[src/rtl/imem_boot_loader_if.sv]
// Byte-stream handshake into the instruction-memory loader.
// master drives bytes, slave accepts them.
interface imem_boot_loader_if;
  logic       in_valid;
  logic [7:0] in_data;
  logic       in_ready;

  modport master (
    output in_valid,
    output in_data,
    input  in_ready
  );

  modport slave (
    input  in_valid,
    input  in_data,
    output in_ready
  );
endinterface

[src/rtl/imem_boot_loader.sv]
// Instruction-memory boot loader: framed byte stream in,
// 32-bit LE words out, core held in reset until verified.
module imem_boot_loader #(
  parameter int DEPTH  = 1024,
  parameter int ADDR_W = 32
) (
  input  logic              clk,
  input  logic              rst,
  input  logic              start,
  imem_boot_loader_if.slave strm,
  output logic              we,
  output logic [ADDR_W-1:0] waddr,
  output logic [31:0]       wdata,
  output logic              busy,
  output logic              done,
  output logic              err,
  output logic              cpu_rst_n
);

  typedef enum logic [2:0] {
    S_IDLE,
    S_LEN_LO,
    S_LEN_HI,
    S_DATA,
    S_WRITE,
    S_CHECK,
    S_DONE,
    S_ERR
  } state_t;

  state_t            state_q, state_d;
  logic [15:0]       count_q, count_d;
  logic [15:0]       word_idx_q, word_idx_d;
  logic [1:0]        byte_idx_q, byte_idx_d;
  logic [7:0]        sum_q, sum_d;
  logic [31:0]       word_q, word_d;
  logic [ADDR_W-1:0] waddr_q, waddr_d;
  logic [31:0]       wdata_q, wdata_d;

  logic        hs;
  logic [15:0] len_in;

  assign hs     = strm.in_valid && strm.in_ready;
  assign len_in = {strm.in_data, count_q[7:0]};
  assign waddr  = waddr_q;
  assign wdata  = wdata_q;

  // state and datapath registers
  always_ff @(posedge clk or negedge rst) begin
    if (!rst) begin
      state_q    <= S_IDLE;
      count_q    <= '0;
      word_idx_q <= '0;
      byte_idx_q <= '0;
      sum_q      <= '0;
      word_q     <= '0;
      waddr_q    <= '0;
      wdata_q    <= '0;
    end else begin
      state_q    <= state_d;
      count_q    <= count_d;
      word_idx_q <= word_idx_d;
      byte_idx_q <= byte_idx_d;
      sum_q      <= sum_d;
      word_q     <= word_d;
      waddr_q    <= waddr_d;
      wdata_q    <= wdata_d;
    end
  end

  // next state; write address/data latched on the 4th byte
  // so they are valid during WRITE and hold afterwards
  always_comb begin
    state_d    = state_q;
    count_d    = count_q;
    word_idx_d = word_idx_q;
    byte_idx_d = byte_idx_q;
    sum_d      = sum_q;
    word_d     = word_q;
    waddr_d    = waddr_q;
    wdata_d    = wdata_q;
    unique case (state_q)
      S_IDLE, S_DONE, S_ERR: begin
        if (start) begin
          state_d    = S_LEN_LO;
          word_idx_d = '0;
          byte_idx_d = '0;
          sum_d      = '0;
          word_d     = '0;
        end
      end
      S_LEN_LO: begin
        if (hs) begin
          count_d[7:0] = strm.in_data;
          state_d      = S_LEN_HI;
        end
      end
      S_LEN_HI: begin
        if (hs) begin
          count_d[15:8] = strm.in_data;
          if (32'(len_in) > 32'(DEPTH))
            state_d = S_ERR;
          else if (len_in == 16'd0)
            state_d = S_CHECK;
          else
            state_d = S_DATA;
        end
      end
      S_DATA: begin
        if (hs) begin
          word_d[8*byte_idx_q +: 8] = strm.in_data;
          sum_d      = sum_q + strm.in_data;
          byte_idx_d = byte_idx_q + 2'd1;
          if (byte_idx_q == 2'd3) begin
            state_d = S_WRITE;
            waddr_d = ADDR_W'(word_idx_q) << 2;
            wdata_d = {strm.in_data, word_q[23:0]};
          end
        end
      end
      S_WRITE: begin
        word_idx_d = word_idx_q + 16'd1;
        if (word_idx_q + 16'd1 == count_q)
          state_d = S_CHECK;
        else
          state_d = S_DATA;
      end
      S_CHECK: begin
        if (hs)
          state_d = (strm.in_data == sum_q) ? S_DONE : S_ERR;
      end
      default: state_d = S_IDLE;
    endcase
  end

  // Moore outputs decoded from state
  always_comb begin
    we            = 1'b0;
    strm.in_ready = 1'b0;
    busy          = 1'b0;
    done          = 1'b0;
    err           = 1'b0;
    cpu_rst_n     = 1'b0;
    unique case (state_q)
      S_LEN_LO, S_LEN_HI, S_DATA, S_CHECK: begin
        strm.in_ready = 1'b1;
        busy          = 1'b1;
      end
      S_WRITE: begin
        we   = 1'b1;
        busy = 1'b1;
      end
      S_DONE: begin
        done      = 1'b1;
        cpu_rst_n = 1'b1;
      end
      S_ERR:   err = 1'b1;
      default: ;
    endcase
  end

endmodule

[src/flat_wrapper.sv]
// flat-port wrapper written by rule: the top's interface ports become plain ports
module imem_boot_loader_flat 
#(
  parameter int DEPTH  = 1024,
  parameter int ADDR_W = 32
)
  (clk, rst, start, we, waddr, wdata, busy, done, err, cpu_rst_n, strm_in_valid, strm_in_data, strm_in_ready);
  imem_boot_loader_if strm_i ();
  input  logic clk;
  input  logic rst;
  input  logic start;
  output logic we;
  output logic [ADDR_W-1:0] waddr;
  output logic [31:0] wdata;
  output logic busy;
  output logic done;
  output logic err;
  output logic cpu_rst_n;
  input wire logic [$bits(strm_i.in_valid)-1:0] strm_in_valid;
  input wire logic [$bits(strm_i.in_data)-1:0] strm_in_data;
  output wire logic [$bits(strm_i.in_ready)-1:0] strm_in_ready;
  assign strm_i.in_valid = strm_in_valid;
  assign strm_i.in_data = strm_in_data;
  assign strm_in_ready = strm_i.in_ready;
  imem_boot_loader #(.DEPTH(DEPTH), .ADDR_W(ADDR_W)) u_core (.clk(clk), .rst(rst), .start(start), .strm(strm_i), .we(we), .waddr(waddr), .wdata(wdata), .busy(busy), .done(done), .err(err), .cpu_rst_n(cpu_rst_n));
endmodule
[config.mk]
export PLATFORM = sky130hd
export DESIGN_NAME = imem_boot_loader_flat
export DESIGN_NICKNAME = d
export VERILOG_FILES = /design/src/rtl/imem_boot_loader_if.sv /design/src/rtl/imem_boot_loader.sv /design/src/flat_wrapper.sv
export SDC_FILE = /design/constraint.sdc
export NUM_CORES = 1
export LEC_CHECK = 0
export ABC_AREA = 1
export BUFFER_PORTS_ARGS = -buffer_cell sky130_fd_sc_hd__buf_2
export CAP_MARGIN = 20
export CORE_MARGIN = 8
export CORE_UTILIZATION = 47
export DETAILED_ROUTE_END_ITERATION = 8
export PLACE_DENSITY = 0.71
export SETUP_SLACK_MARGIN = 0.05
export SYNTH_ARGS = -nofsm -noshare
export SYNTH_HDL_FRONTEND = slang
export SYNTH_SLANG_ARGS = --single-unit
[constraint.sdc]
create_clock -name clk -period 4.2 [get_ports clk]
set_input_delay 0.21 -clock clk [delete_from_list [all_inputs] [get_ports clk]]
set_output_delay 0.21 -clock clk [all_outputs]
set_load 0.05 [all_outputs]
==> results of run 1 <==
-- worst max path at each step --
stage / startpoint / endpoint / cells past startpoint
after floorplan: u_core.state_q[0] / u_core.state_q[2] / 11
after global routing: u_core.state_q[1] / u_core.word_idx_q[13] / 7
after CTS: u_core.state_q[1] / u_core.word_idx_q[13] / 7
after global placement: u_core.state_q[1] / u_core.word_idx_q[13] / 7
after detailed placement: u_core.state_q[1] / u_core.word_idx_q[13] / 7
final: u_core.state_q[1] / u_core.word_idx_q[13] / 7
-- logic make-up (layout without fill, tap and decap cells) --
logic type | after synthesis | in the layout | synth area share
compound gates | 115 | 115 | 0.114
xor+xnor | 6 | 6 | 0.00904
fa+ha+maj | 13 | 13 | 0.0293
buf+inv | 105 | 173 | 0.0833
flops | 117 | 117 | 0.504
mux | 16 | 16 | 0.0316
other cells | 1 | 16 | 0.000645
simple gates | 300 | 300 | 0.229
-- routing by layer --
| metal | routed length [µm] | global-route usage | up-vias |
|---|---|---|---|
| met1 | 6100 | 0.219 | 2312 |
| met5 | 0 | 0 | - |
| met2 | 6890 | 0.298 | 161 |
| li1 | - | - | 2356 |
| met3 | 828 | 0.0553 | 19 |
| met4 | 251 | 0.0644 | 0 |
-- through the flow --
stage | utilization | std cells | cell area [µm²] | hold WS, ns | power (mW)
floorplan | - | 688 | 5870 | -0.0856 | 2.66
global placement | 0.515 | 890 | 6210 | 0.458 | 2.96
detailed placement | 0.515 | 890 | 6210 | 0.468 | 3.01
CTS | 0.561 | 922 | 6760 | 0.0176 | 4.37
global route | 0.564 | 924 | 6800 | 0.160 | 4.61
finish | 0.564 | 924 | 6800 | 0.158 | 4.36
-- cell type report --
cell class                      instances  area, µm²
Clock buffer                           21        450
Clock inverter                         11        103
Fill cell                            1088       5260
Inverter                               72        270
Multi-Input combinational cell        466       2460
Sequential cell                       117       2930
Tap cell                              168        210
Timing Repair Buffer                   69        380
-- layout by cell type (no fill, tap or decap), types with 2 or more instances in the layout --
master                       synthesis  final
sky130_fd_sc_hd__a21oi_1             7      7
sky130_fd_sc_hd__a22o_1              2      2
sky130_fd_sc_hd__buf_2               3     64
sky130_fd_sc_hd__buf_4              17      3
sky130_fd_sc_hd__clkbuf_1           10      3
sky130_fd_sc_hd__clkbuf_16           0     17
sky130_fd_sc_hd__clkinv_2            0      2
sky130_fd_sc_hd__clkinvlp_4          0      6
sky130_fd_sc_hd__conb_1              1     16
sky130_fd_sc_hd__dfrtp_1           117    117
sky130_fd_sc_hd__ha_1               12     12
sky130_fd_sc_hd__inv_1              65     65
sky130_fd_sc_hd__inv_2               6      6
sky130_fd_sc_hd__inv_6               0      2
sky130_fd_sc_hd__mux2_2             15     15
sky130_fd_sc_hd__nand2_1           179    179
sky130_fd_sc_hd__nand2_4             3      3
sky130_fd_sc_hd__nand3_1            53     53
sky130_fd_sc_hd__nand4_1            18     18
sky130_fd_sc_hd__nor2_1             33     33
sky130_fd_sc_hd__nor2_2              2      2
sky130_fd_sc_hd__nor2_4              2      2
sky130_fd_sc_hd__nor4_1              3      3
sky130_fd_sc_hd__o21ai_0            77     77
sky130_fd_sc_hd__o21ai_1             2      2
sky130_fd_sc_hd__o21ai_2             2      2
sky130_fd_sc_hd__o22ai_1             9      9
sky130_fd_sc_hd__o31ai_1             6      6
sky130_fd_sc_hd__o41ai_1             6      6
sky130_fd_sc_hd__or2_2               2      2
sky130_fd_sc_hd__xor2_1              5      5
-- worst max-delay path, cell delays in order, from the launching register on --
cell and delay, ns:
sky130_fd_sc_hd__dfrtp_1 0.43, sky130_fd_sc_hd__inv_1 0.21, sky130_fd_sc_hd__nand2_1 0.14, sky130_fd_sc_hd__nor2_1 0.14
sky130_fd_sc_hd__buf_4 0.23, sky130_fd_sc_hd__clkinv_1 0.28, sky130_fd_sc_hd__nand2_1 0.56, sky130_fd_sc_hd__o21ai_0 0.19
-- power groups by stage --
| stage | Sequential (mW) | Combinational (mW) | Clock [mW] |
|---|---|---|---|
| finish | 1.51 | 1.50 | 1.35 |
| global route | 1.54 | 1.65 | 1.42 |
| CTS | 1.50 | 1.50 | 1.37 |
| detailed placement | 1.52 | 1.49 | 0 |
| global placement | 1.51 | 1.45 | 0 |
| floorplan | 1.68 | 0.979 | 0 |
-- sequential cells by signal (all words and copies together) (netlist names) --
| name | flops |
|---|---|
| u_core.byte_idx_q | 2 |
| u_core.count_q | 16 |
| u_core.state_q | 3 |
| u_core.sum_q | 8 |
| u_core.waddr | 16 |
| u_core.wdata | 32 |
| u_core.word_idx_q | 16 |
| u_core.word_q | 24 |
-- repair_timing --
action	in CTS	in global routing
setup endpoints to repair	0	0
hold buffers	0	1
endpoints found under the hold margin	0	84
==> impl_summary.md, run 1 <==
Synth
Yosys attributes the largest share of cell area to sky130_fd_sc_hd__dfrtp_1 (50%), sky130_fd_sc_hd__nand2_1 (12%), sky130_fd_sc_hd__o21ai_0 (6.6%). The leading register cell type out of synthesis is sky130_fd_sc_hd__dfrtp_1. The gate count of the mapped netlist is 673. After synthesis, the share of flip-flops with an asynchronous set or reset is 1.00. The yosys synthesis warning count is 0.

The sequential share of the synthesized area is 0.504. The register bit count reported by yosys is 117. The share of Yosys cell area claimed by the top area cell type is 0.504. The number of distinct library cells after synthesis is 41.

The netlist area before placement is 5810 µm². The number of flops mapped to enable cells by yosys is 0. The average instance area after synthesis is 8.64 µm². Ranked by instance count, the synthesized netlist is headed by sky130_fd_sc_hd__nand2_1 (179), sky130_fd_sc_hd__dfrtp_1 (117), sky130_fd_sc_hd__o21ai_0 (77), sky130_fd_sc_hd__inv_1 (65), sky130_fd_sc_hd__nand3_1 (53). The cell type with the highest aggregate area in the netlist is sky130_fd_sc_hd__dfrtp_1. The dominant cell by count in the synthesized netlist is sky130_fd_sc_hd__nand2_1.

Global route
The via count of the first global-routing pass was 4763. The first global-routing pass estimated 23200 µm of wire. The initial antenna violation count is 0.

The pin count of the biggest net entering global routing is 86. For this run, the total global-route usage over all layers was measured as 0.180. For this run the aggregate overflow at the end of global routing stands at 0.

Clocking
The total setup buffers inserted after CTS is 0. The number of gates resized after CTS was 0. The clock-pin slew on the worst setup and hold paths is 0.06 ns. The clock reaches the later pin of the worst-skew pair after 0.42 ns. In this run the deepest clock path goes through 2 buffers. Buffers inserted during clock tree synthesis total 17.

The number of clock sinks is 117. The cell at the root of the clock tree is sky130_fd_sc_hd__clkbuf_16. TritonCTS built the clock tree. CTS built an H-tree with a depth of 4.

STA
Derived from the worst setup path, the maximum achievable clock frequency is 424 MHz. The final-report max-slew violation count was 0. Setup slack on the critical path of the routed design comes to 1.84 ns. In the final timing run, aggregate negative setup slack is 0 ns. Between clock sinks in the finished design, the worst skew comes to 0.00657 ns. The number of hold violations in the final report is 0. The number of setup violations in the final report is 0.

The final critical path time including I/O delays and setup is 2.36 ns. The tightest slew margin relative to the limit is 0.504. Setup repair after global routing left no endpoint under its margin.

The post-route clock period utilization is 0.562. At the pin with the least slew margin, the transition time is 0.744 ns.

Power and ir drop
Summed over all nets, the switching power comes to 1.79 mW. The maximum ir drop on the vdd rail is 0.478 mV. The proportion of power drawn by combinational gates is 0.344.

The sequential power share is 0.346. The leakage power of the design is 3.43 nW. The internal portion of the total power is 2.57 mW. Of the total power, the share spent switching nets is 0.411. The share of total power dissipated in the clock network is 0.310.

The total power per unit cell area is 641 nW/µm².

Hold path
The instance count along the most critical hold path is 3. In this run the most critical hold path is launched from strm_in_data[0]. The worst hold path terminates at u_core.word_q[0]. The type of the worst min-delay path is in -> reg.

Die
The area of the placeable core is 12100 µm². The overall die height is 127 µm. The number of placed I/O pins is 82.

The initial core utilization is 0.482. The die extent in x is 127 µm. Row generation in the floorplan step produced 40 rows.

The die outline area is 16200 µm².

Drt
The number of DRC violations after detailed-routing iteration 0 is 351. The post-route DRC violation count is 0. In the routed layout, each cell is associated on average with a via count of 5.25.

The number of iterations in the first detailed-routing pass is 5. The routed wirelength normalized by instance count is 15.2 µm. The count of nets left with antenna violations once routing finished came out at 0.

After detailed routing, the total wire length is 14100 µm. The detailed router placed 4848 vias in this run.

Setup path
In this run the worst path has a maximum fanout of 16. The category of the worst setup path capture point is a flop. At the worst endpoint, the required time is 4.46 ns. Data arrives at the worst endpoint at 2.62 ns. The reg-to-reg critical path endpoint is u_core.word_idx_q[13]. The worst register-to-register path has a depth of 7. The worst register-to-register path begins at u_core.state_q[1]. The critical path is of the reg -> reg type. STA classifies the critical path startpoint as a flop.

Setup slack on the worst reg-to-reg path comes out at 1.84 ns.

Finish
0 antenna diodes ended up in the layout. The area growth from synthesis to layout is 17.0%. The number of nets at the end of the flow is 768. Of the cells placed in the final design, the portion with a size suffix greater than 1 is 0.179.

Flow run
The number of violations of the max-capacitance limit is 0.

Placed design
Buffers placed on the I/O ports in this run total 65. After legalization and detailed placement, the total HPWL measured 10200 µm. At the end of routability-driven placement, the weighted congestion stood at 0.905. The worst slack after detailed placement is 1.90 ns.

Run status
The run finished with clean final reports.
Note: power is estimated with default switching activity, not from simulation.
==> run 2, diff against run 1 <==
clock period = 2.4 ns   (was 4.2 ns; I/O delays follow)
==> impl_summary.md, run 2 (synthesis results as in run 1) <==
Die
In this run the horizontal extent of the chip is 127 µm. The number of placement rows is 40. The core region is 12100 µm². In this run the vertical extent of the chip is 127 µm.

The initial core utilization is 0.482. The die outline area is 16200 µm². Pin placement for this block handled 82 I/O pins.

Setup path
The maximum fanout along the worst path is 44. The required time of the worst setup path is 2.67 ns. The worst setup path is captured at a flop. For the worst setup path, the data arrival time is 2.45 ns. The most critical setup path has its startpoint at u_core.state_q[2]. In this run the critical register-to-register path is launched from u_core.state_q[2]. The type of element launching the critical path is a flop. For flop-to-flop paths, the worst setup slack is 0.22 ns. The capturing element of the worst setup path is u_core.wdata[26].

The reg-to-reg critical path endpoint is u_core.wdata[26]. The length in cells of the worst reg-to-reg path is 9. The worst setup path is of the reg -> reg kind.

Drt
The routed wirelength normalized by instance count is 15.8 µm. The routed layout has 4981 vias. The number of iterations in the first detailed-routing pass is 5. The final wirelength is 14700 µm.

For this run, design rule violations remaining after detail routing come to 0. The remaining number of nets flagged by the antenna check after routing is 0. Using the TritonRoute via totals, the vias-per-cell ratio works out to 5.38.

For this block, the initial DRC count from the detailed router was 369.

STA
The number of hold violations in the final report is 0. At the pin with the least slew margin, the transition time is 0.586 ns. Setup repair after global routing left no endpoint under its margin. In the finished design, the share of the clock period the worst path needs comes to 0.907. The highest attainable clock frequency is 459 MHz.

The final-report max-slew violation count is 0. The number of setup violations in the final report is 0. The worst path needs 2.18 ns of the cycle, external delays included. The final setup TNS is 0 ns. In the post-route analysis, the smallest setup slack over all paths is 0.223 ns.

The clock arrives with 0.00794 ns of skew. Measured against its own limit, the worst slew margin works out to 0.608.

Clocking
CTS built an H-tree with a depth of 4. After clock tree synthesis, the clock-pin slew on the worst setup and hold paths is 0.05 ns. The CTS tree is built. The clock drives 117 sinks. The cell at the root of the clock tree is sky130_fd_sc_hd__clkbuf_16. The clock latency on the worst-skew pair is 0.42 ns.

Counting along the longest clock path gives a buffer depth of 2. The number of clock buffers inserted by TritonCTS is 17.

Finish
0 antenna diodes ended up in the layout. The number of nets at the end of the flow is 769. The share of final-layout standard cells stronger than drive strength 1 is 0.181. The finished layout holds 925 standard cells, fillers aside. The area added between synthesis and finish is 17.9%.

Leaving out fill and tap cells, the most frequent cells in the layout are sky130_fd_sc_hd__nand2_1 (179), sky130_fd_sc_hd__dfrtp_1 (117), sky130_fd_sc_hd__o21ai_0 (77). The flip-flop count of the largest register after layout is 32. The library cell used most frequently in the layout, excluding fill and tap cells, is sky130_fd_sc_hd__nand2_1.

The filler cells instantiated in the layout total 1043.

Power and ir drop
The total power per unit cell area is 1150 nW/µm². Summed over all cells, the static leakage comes to 3.46 nW. The maximum ir drop on the vdd rail is 0.786 mV.

Global route
The first global-routing pass estimated 24000 µm of wire. The pin count of the biggest net entering global routing is 85. The initial antenna violation count is 0. The via count of the first global-routing pass is 4879. Across every metal layer, demand over resource in global routing totals 0.187. Global routing finished with a remaining overflow of 0.

Placed design
Routability-driven placement finished with a final weighted congestion of 0.893. Before CTS, the worst setup slack after placement is 0.275 ns. The HPWL reported at the end of detailed placement is 10400 µm.

Including well taps, the total number of placed cells is 892. The quantity of I/O buffers inserted on ports is 65.

Flow run
The number of violations of the max-capacitance limit is 0.

Run status
The run finished with clean final reports.

Hold path
The path class of the tightest hold or removal check is in -> reg.
run 2: how the worst min path moves through the flow:
stage	slack, ns	startpoint	endpoint	depth (start not counted)
floorplan	-0.18	rst	u_core.byte_idx_q[0]	0
global placement	0.11	rst	u_core.waddr[7]	1
detailed placement	0.12	rst	u_core.waddr[5]	1
CTS	0.04	strm_in_data[0]	u_core.word_q[0]	3
global route	0.07	strm_in_data[0]	u_core.word_q[0]	3
finish	0.07	strm_in_data[0]	u_core.word_q[0]	3
run 2: repair_timing:
item | CTS | global route
endpoints found under the hold margin | 33 | 0
resized for setup | 0 | 0
buffers inserted | 0 | 0
hold buffers | 1 | 0
setup endpoints to repair | 0 | 0
run 2: worst max-delay path, stage by stage, from the launching register on:
cell and delay, ns:
sky130_fd_sc_hd__dfrtp_1 0.45, sky130_fd_sc_hd__nor2_2 0.18, sky130_fd_sc_hd__inv_2 0.09, sky130_fd_sc_hd__nor2_8 0.18
sky130_fd_sc_hd__nand2_4 0.10, sky130_fd_sc_hd__inv_2 0.15, sky130_fd_sc_hd__nand2_4 0.26, sky130_fd_sc_hd__buf_4 0.36
sky130_fd_sc_hd__nand2_1 0.11, sky130_fd_sc_hd__o21ai_0 0.10
run 2: through the flow:
step	util	power, mW	instance area (µm²)	hold WS [ns]
final	0.568	7.90	6860	0.0680
after global routing	0.568	8.35	6860	0.0745
after CTS	0.568	7.92	6860	0.0439
after detailed placement	0.517	5.29	6240	0.118
after global placement	0.517	5.21	6240	0.109
after floorplan	-	4.66	5870	-0.176
run 2: power breakdown:
group	switching (mW)	internal (mW)	leakage (nW)
logic	1.96	0.697	1.59
clock network	0.903	1.69	0.290
registers	0.298	2.35	1.58
total	3.16	4.74	3.46
run 2: layout make-up:
cell class                 instances  area [µm²]  share of cell area
sequential                       117        2930               0.427
timing repair buffer              70         380              0.0555
tap                              168         210              0.0307
inverter                          72         270              0.0394
clock buffer                      21         460              0.0672
multi-input combinational        466        2460               0.359
clock inverter                    11         149              0.0217
run 2: metal layers:
layer | share of wire | global-route usage | vias up
li1 | - | - | 2347
met1 | 0.43 | 0.228 | 2433
met2 | 0.49 | 0.309 | 172
met3 | 0.061 | 0.0528 | 29
met4 | 0.019 | 0.0749 | 0
met5 | 0 | 0 | -
==> run 3, diff against run 2 <==
CORE_UTILIZATION = 58   (was 47)
PLACE_DENSITY = 0.85   (was 0.71)
==> impl_summary.md, run 3 (synthesis results as in run 1) <==
Finish
The most common library cell in the layout ignoring fill and taps is sky130_fd_sc_hd__nand2_1. In the layout the commonest cells are sky130_fd_sc_hd__nand2_1 (178), sky130_fd_sc_hd__dfrtp_1 (117), sky130_fd_sc_hd__o21ai_0 (77). The filler-free cell count of the finished design is 901. In the final layout, the share of cells above drive strength 1 is 0.185.

0 antenna diodes ended up in the layout. The area growth from synthesis to layout is 18.0%. With fillers left out, the area of the finished cells amounts to 6860 µm².

After the last flow step, the layout net total stands at 780. Counting the fill cells in the layout gives 739. The post-layout utilization of the core is 0.702. The flip-flop count of the largest register after layout is 32.

Setup path
The maximum fanout along the worst path is 11. The library cell contributing the largest single delay on the critical path is sky130_fd_sc_hd__dfrtp_1. The endpoint identified for the worst register-to-register timing path is u_core.wdata[27]. The length in cells of the worst reg-to-reg path is 9. STA classifies the critical path startpoint as a flop. The critical path arrival is 2.10 ns. The type of the worst setup path is reg -> out. The register-to-register setup slack is 0.28 ns. Walking the worst path, the cells encountered are inv_1 -> nand2_1 -> nor2_1 -> buf_4 -> buf_2.

The startpoint of the most critical register-to-register path is u_core.state_q[2]. The largest single stage delay on the critical path is 0.44 ns. The required time of the worst setup path is 2.28 ns.

The category of the worst setup path capture point is a primary output.

Flow run
The number of violations of the max-capacitance limit is 0.

STA
The final critical path time including I/O delays and setup is 2.22 ns. In the finished design, the share of the clock period the worst path needs comes to 0.927. Across the routed clock network, the largest skew measured is 0.00947 ns. The tightest hold path in the finished design has a slack of 0.0701 ns. The transition at the pin with the smallest max-transition slack is 0.670 ns.

The number of hold violations in the final report is 0. The final-report max-slew violation count is 0. Setup repair after global routing left no endpoint under its margin. The worst pin sits at a relative slew slack of 0.553. The highest attainable clock frequency is 450 MHz. The final setup TNS is 0 ns. Setup violations remaining at the end of the flow were counted as 0.

Clocking
The number of clock sinks is 117. The clock-pin slew on the worst setup and hold paths is 0.06 ns. The cell at the root of the clock tree is sky130_fd_sc_hd__clkbuf_8. The deepest level of the CTS H-tree is 4. Buffers added to address setup during post-CTS repair amount to 0. TritonCTS built the clock tree.

The deepest clock path buffer count is 2. The clock latency on the worst-skew pair is 0.54 ns. The number of clock buffers inserted by TritonCTS is 17.

Hold path
In this run the most critical hold path is launched from start. The tightest min-delay check is of the in -> reg type. Along the worst hold path, the cell count comes to 5.

The worst hold path endpoint is u_core.state_q[1].

Global route
For this run, the total global-route usage over all layers was measured as 0.232. The leftover overflow at the end of global routing is 0. The via count of the first global-routing pass is 5140. The initial antenna violation count came to 0. Entering global routing, the biggest net connects 54 pins.

The first-pass GRT wire length is 24600 µm.

Drt
Summed over all layers, the routed wires come to 14800 µm. The remaining number of nets flagged by the antenna check after routing is 0. The number of DRC violations after detailed-routing iteration 0 is 502. The first detailed-routing pass ran for 6 iterations. The detail-routed via count per cell is 5.64. The count of vias placed by the detailed router is 5080. The post-route DRC violation count is 0. In the final routed layout, each cell accounts on average for 16.4 µm.

Die
The overall die height is 116 µm. The die outline area is 13500 µm². The area of the placeable core is 9770 µm². The initial utilization of the core area, before any placement, comes to 0.595.

From left edge to right edge, the die measures 116 µm. The number of placement rows is 36. Pin placement for this block handled 82 I/O pins.

Placed design
After detailed placement, the design holds a cell count of 859. Detailed placement ended at an HPWL of 10300 µm. After detailed placement, the total cell area comes to 6200 µm². Routability-driven placement finished with a final weighted congestion of 0.933. The quantity of I/O buffers inserted on ports is 65.

Power and ir drop
The total power per unit cell area is 1130 nW/µm². VDD sags by at most 0.725 mV. For this design the static power due to leakage is 3.48 nW.

Run status
The run finished with clean final reports.
run 3: cell types whose count changed in the layout (fill, tap and decap cells not counted), moves of 2 or more:
cell,previous run,this run
sky130_fd_sc_hd__inv_6,1,5
sky130_fd_sc_hd__clkbuf_1,2,0
sky130_fd_sc_hd__bufinv_16,3,1
sky130_fd_sc_hd__buf_4,4,7
sky130_fd_sc_hd__dlygate4sd3_1,1,10
run 3: cell type report:
type,instances,area [µm²],area share
repair buffers,81,473,0.0690
clock buffers,17,414,0.0604
flip-flops and latches,117,2930,0.427
clock inverters,15,146,0.0213
inverters,72,270,0.0394
well taps,133,166,0.0243
multi-input cells,466,2460,0.359
run 3: metrics by stage:
step	power, mW	worst slack (ns)
2_1_floorplan	4.66	0.477
3_3_place_gp	5.16	0.385
3_5_place_dp	5.27	0.313
4_1_cts	7.71	0.215
5_1_grt	8.14	0.105
6_report	7.75	0.176
run 3: repair_timing:
action | 4_1_cts | 5_1_grt
hold endpoints to repair | 72 | 0
resized for setup | 0 | 1
hold buffers | 10 | 0
endpoints found under the setup margin | 0 | 2
run 3: critical path: cells and delay by family (launching register included):
family | cells | cell delay (ns)
buf+inv | 3 | 0.76
flops | 1 | 0.44
simple gates | 2 | 0.36
run 3: worst max-delay path by stage:
stage | startpoint | to | depth (start not counted)
6_report | u_core.state_q[1] | we | 5
5_1_grt | u_core.state_q[2] | u_core.wdata[28] | 9
4_1_cts | u_core.state_q[1] | we | 5
3_5_place_dp | u_core.state_q[2] | u_core.wdata[28] | 9
3_3_place_gp | u_core.state_q[1] | u_core.word_idx_q[10] | 6
2_1_floorplan | u_core.state_q[0] | u_core.state_q[2] | 11
run 3: metal layers:
| metal | track usage | up-vias | wire length [µm] |
|---|---|---|---|
| met1 | 0.268 | 2421 | 5830 |
| met5 | 0 | - | 0 |
| met3 | 0.0481 | 46 | 993 |
| li1 | - | 2385 | - |
| met4 | 0.117 | 0 | 404 |
| met2 | 0.401 | 228 | 7530 |
run 3: power breakdown:
part	total, mW	internal (mW)	switching [mW]
clock network	2.40	1.40	1.00
logic	2.69	0.702	1.98
registers	2.66	2.35	0.312
